## src/rtl/wb_port_arbiter.sv

```systemverilog
// Register-file write port arbiter: pipeline writeback vs. queued long-unit
// results, with a starvation counter that forces a drain stall.
module wb_port_arbiter #(
  parameter int DATA_W     = 32,
  parameter int ADDR_W     = 5,
  parameter int FIFO_DEPTH = 4,
  parameter int STARVE_MAX = 8
) (
  input  logic                          clk,
  input  logic                          rst,
  input  logic                          wb_regw,
  input  logic                          wb_memtoreg,
  input  logic [DATA_W-1:0]             wb_mem_data,
  input  logic [DATA_W-1:0]             wb_alu_data,
  input  logic [ADDR_W-1:0]             wb_rd,
  input  logic                          lu_valid,
  input  logic [DATA_W-1:0]             lu_data,
  input  logic [ADDR_W-1:0]             lu_rd,
  output logic                          lu_ready,
  output logic                          rf_we,
  output logic [ADDR_W-1:0]             rf_wa,
  output logic [DATA_W-1:0]             rf_wd,
  output logic                          stall_pipe,
  output logic [$clog2(FIFO_DEPTH):0]   fifo_count
);

  localparam int PW = $clog2(FIFO_DEPTH);
  localparam int CW = PW + 1;
  localparam int SW = $clog2(STARVE_MAX + 1);

  typedef enum logic {NORMAL, FORCE} state_t;

  state_t            state, state_nx;
  logic [DATA_W-1:0] mem_d [FIFO_DEPTH];
  logic [ADDR_W-1:0] mem_a [FIFO_DEPTH];
  logic [PW-1:0]     rd_ptr, wr_ptr;
  logic [SW-1:0]     starve, starve_nx;
  logic [CW-1:0]     count_nx;
  logic [ADDR_W-1:0] wa_nx;
  logic [DATA_W-1:0] wd_nx;
  logic              push, pop, grant;
  logic              pipe_req, empty, last;

  assign lu_ready   = fifo_count < CW'(FIFO_DEPTH);
  assign push       = lu_valid && lu_ready;
  assign empty      = fifo_count == '0;
  assign pipe_req   = wb_regw && (wb_rd != '0);
  assign stall_pipe = state == FORCE;
  // FORCE always pops, so it ends when the last entry leaves with no refill
  assign last       = (fifo_count == CW'(1)) && !push;

  always_comb begin
    state_nx  = state;
    starve_nx = starve;
    pop       = 1'b0;
    grant     = 1'b0;
    wa_nx     = rf_wa;
    wd_nx     = rf_wd;
    unique case (state)
      NORMAL: begin
        if (pipe_req) begin
          grant = 1'b1;
          wa_nx = wb_rd;
          wd_nx = wb_memtoreg ? wb_mem_data : wb_alu_data;
        end else if (!empty) begin
          pop = 1'b1;
        end
        if (empty || pop) begin
          starve_nx = '0;
        end else if (starve == SW'(STARVE_MAX - 1)) begin
          starve_nx = '0;
          state_nx  = FORCE;
        end else begin
          starve_nx = starve + 1'b1;
        end
      end
      FORCE: begin
        pop       = 1'b1;
        starve_nx = '0;
        if (last) state_nx = NORMAL;
      end
    endcase
    // rd=0 entries are dropped without touching the register file
    if (pop && (mem_a[rd_ptr] != '0)) begin
      grant = 1'b1;
      wa_nx = mem_a[rd_ptr];
      wd_nx = mem_d[rd_ptr];
    end
  end

  always_comb begin
    count_nx = fifo_count + CW'(push) - CW'(pop);
  end

  always_ff @(posedge clk or posedge rst) begin
    if (rst) begin
      state      <= NORMAL;
      starve     <= '0;
      rd_ptr     <= '0;
      wr_ptr     <= '0;
      fifo_count <= '0;
      rf_we      <= 1'b0;
      rf_wa      <= '0;
      rf_wd      <= '0;
    end else begin
      state      <= state_nx;
      starve     <= starve_nx;
      fifo_count <= count_nx;
      rf_we      <= grant;
      rf_wa      <= wa_nx;
      rf_wd      <= wd_nx;
      if (push) wr_ptr <= wr_ptr + 1'b1;
      if (pop)  rd_ptr <= rd_ptr + 1'b1;
    end
  end

  always_ff @(posedge clk) begin
    if (push) begin
      mem_d[wr_ptr] <= lu_data;
      mem_a[wr_ptr] <= lu_rd;
    end
  end

endmodule

```

## config.mk

```make
export PLATFORM = sky130hd
export DESIGN_NAME = wb_port_arbiter
export DESIGN_NICKNAME = d
export VERILOG_FILES = /design/src/rtl/wb_port_arbiter.sv
export SDC_FILE = /design/constraint.sdc
export NUM_CORES = 1
export LEC_CHECK = 0
export BUFFER_PORTS_ARGS = -buffer_cell sky130_fd_sc_hd__buf_2
export CORE_MARGIN = 3
export CORE_UTILIZATION = 36
export CTS_CLUSTER_SIZE = 14
export DETAILED_ROUTE_END_ITERATION = 8
export PLACE_DENSITY = 0.68
export SLEW_MARGIN = 20
export SYNTH_ARGS = -nofsm -noshare
export SYNTH_HDL_FRONTEND = slang
export SYNTH_SLANG_ARGS = --single-unit
export TNS_END_PERCENT = 10
```

## constraint.sdc

```tcl
create_clock -name clk -period 3.9 [get_ports clk]
set_input_delay 0.195 -clock clk [delete_from_list [all_inputs] [get_ports clk]]
set_output_delay 0.195 -clock clk [all_outputs]
set_load 0.01 [all_outputs]
```

==> flow_summary.toml <==
[run_status]
status = "finished, final reports clean"

[clock_tree]
cts_max_level = 4
cts_buffers = 17
cts_resized = 0
clk_latency_ns = 0.43
clock_sinks = 198
cts-root-buf = "clkbuf_16"
cts_tree = "built"
postCtsSetupBuffers = 0
path_clk_slew_ns = 0.07
max-clock-path-buffers = 2

[synthesis]
syn_nets = 595
synth_ff_type = "edfxtp_1"
ys_ff_latch = 198
synthArstFlopShare_pct = 25.25
synthCells = 476
synthesis.area_sq_um = 8347
syn_avg_cell_area_sq_um = 17.54
synth.distinct_cells = 42
ys_seq_area_share_pct = 68.24
synth_edf_count = 148
yosys_warnings = 0

[drt]
final_antenna_net_count = 0
wl_mm = 18.98
met3_length_mm = 1.003
first_iter_violations = 305
vias_per_cell = 5.177
wl_per_cell_um = 19.81
remaining_drc_errors = 0
vias = 4960
m1WireLength_mm = 7.754
highest_layer = "met4"
drt_pass1_iterations = 4
wl_met2_mm = 9.978

[sta]
grt_setup_unrepaired = "no"
fin_skew_ns = 0.008043
hold_viol = 0
clock.fmax_mhz = 363.0
min_period_ns = 2.755
maxSlewViolCount = 0
setup_tns_ns = 0
slew_headroom_pct = 29.29
worst_slew_pin_slew_ns = 1.061
setup_violations = 0
fin_crit_sh_pct = 70.64

[setup_path]
worst_ep_required_time_ns = 4.25
path_max_fanout = 6
reg2reg_slack_ns = 1.14
worstReg2RegStart = "fifo_count[0]"
cp-end-kind = "register"
setup.worst_path.class = "register to register"
crit-reg2reg-capture = "fifo_count[2]"
start_kind = "register"
cp.arrival_ns = 3.10
r2r_cells = 8

[cells_and_area]
layout.nets = 779
utilization_pct = 45.67
diodes = 0
fillCellCount = 2001
final_common_cell = "buf_2"
drive_gt1_share_pct = 40.12
synthToLayoutAreaGrowth_pct = 24.25
mostFrequentLayoutCells = "153 x buf_2, 148 x edfxtp_1, 48 x dfrtp_1"

[floorplanning]
initial_utilization_pct = 36.75
die_area_sq_um = 25050
core_sq_um = 22710
rows = 55
dieWidth_um = 158.3
die_h_um = 158.3
ios = 154

[place]
portBuffers = 153
dp_hpwl_mm = 12.24
gp_congestion = 0.7820

[global_routing]
grt_pass1_vias = 5143
grt_pass1_wl_mm = 28.68
grt_max_degree = 51
grt_usage_pct = 15.26
grt_overflow = 0
antenna_found_initial = 0

[worst_hold_path]
hold_path_class = "input pin to register"
hold-path-cell-count = 4
hold_end = "rf_wa[4]"
worstHoldStart = "wb_rd[4]"

[pwr]
powerDensity_nw_per_um2 = 663.1
vdd_drop_max_v = 0.0002387
leakage_nw = 3.898
p_total_mw = 6.877

[run]
drv_cap = 0
worst max-delay path, stage by stage (launching register included):
cell and delay (ns):
dfrtp_1 0.44, nor4_1 0.73, nor2_1 0.23, ha_1 0.34
inv_1 0.04, ha_1 0.18, fa_1 0.38, xnor2_1 0.19
xnor2_1 0.15
final cells by class:
| cell class | count | area, sq um | share of cell area (%) |
|---|---|---|---|
| Sequential cell | 198 | 5698 | 54.94 |
| Multi-Input combinational cell | 232 | 2450 | 23.62 |
| Timing Repair Buffer | 201 | 1236 | 11.92 |
| Clock buffer | 17 | 425.4 | 4.102 |
| Tap cell | 285 | 356.6 | 3.438 |
| Clock inverter | 15 | 167.7 | 1.617 |
| Inverter | 10 | 37.54 | 0.3619 |
cell usage after synthesis (2+ instances only):
library cell	n	area (sq um)
dfrtp_1	50	1251
mux2i_1	30	300.3
nand2_1	7	26.28
o211ai_1	2	15.01
or3_1	2	12.51
o21ai_0	5	25.02
and2_1	7	43.79
nor2b_1	3	18.77
o2bb2ai_1	2	17.52
ha_1	7	87.58
edfxtp_1	148	4444
clkbuf_1	22	82.58
buf_6	6	67.56
o21ai_1	31	155.2
inv_1	10	37.54
a21oi_1	2	10.01
a211oi_1	2	15.01
nor2_1	6	22.52
nor3_1	2	10.01
xnor2_1	5	43.79
mux4_1	2	52.55
mux4_2	35	788.3
o2111ai_1	31	271.5
mux2_2	31	349.1
a31oi_1	3	18.77
a22oi_1	2	15.01
nand3_1	2	10.01
clkbuf_2	2	10.01
buf_2	6	30.03
timing repair:
item | CTS | global route
setup endpoints to repair | 0 | 0
hold buffers | 39 | 0
endpoints found under the hold margin | 199 | 0
where the power goes:
part / switching (mW) / internal, mW
logic: 1.18 / 0.937
clock network: 0.797 / 0.961
registers: 0.255 / 2.75
total: 2.23 / 4.65
cell families (layout without fill, tap and decap cells):
logic type / count (synthesis) / in the layout / synth area share, %
mux: 98 / 98 / 17.85
flops: 198 / 198 / 68.24
xor+xnor: 6 / 6 / 0.6296
buf+inv: 46 / 243 / 2.728
compound gates: 85 / 85 / 7.045
simple gates: 35 / 35 / 2.219
fa+ha+maj: 8 / 8 / 1.289
sequential cells by signal (all words and copies together), names as in the netlist:
signal,flops
starve,4
stall_pipe,1
fifo_count,3
mem_d,128
wr_ptr,2
rf_wd,32
rd_ptr,2
rf_we,1
rf_wa,5
mem_a,20
worst max path at each step:
stage | cells after the start | end | from | slack (ns)
2_1_floorplan | 8 | fifo_count[2] | fifo_count[0] | 1.51
3_3_place_gp | 8 | fifo_count[2] | fifo_count[0] | 1.22
3_5_place_dp | 6 | rf_wd[3] | rd_ptr[0] | 1.16
4_1_cts | 8 | fifo_count[2] | fifo_count[0] | 1.14
5_1_grt | 8 | fifo_count[2] | fifo_count[0] | 0.98
6_report | 8 | fifo_count[2] | fifo_count[0] | 1.14
layer usage:
layer / global-route usage (%) / vias to the layer above
met3: 3.370 / 21
met2: 27.28 / 140
met4: 4.424 / 0
met1: 18.62 / 2517
li1: - / 2282
met5: 0 / -
metrics by stage:
stage | hold WS (ns) | instances | setup WS, ns | cell area, sq um
after floorplan | 0.2939 | 476 | 1.505 | 8347
after global placement | 0.4062 | 887 | 1.222 | 9388
after detailed placement | 0.4145 | 887 | 1.159 | 9388
after CTS | 0.06936 | 958 | 1.140 | 10370
after global routing | 0.1005 | 958 | 0.9766 | 10370
final | 0.09153 | 958 | 1.145 | 10370
No activity file was read; power rests on OpenSTA's default activity.
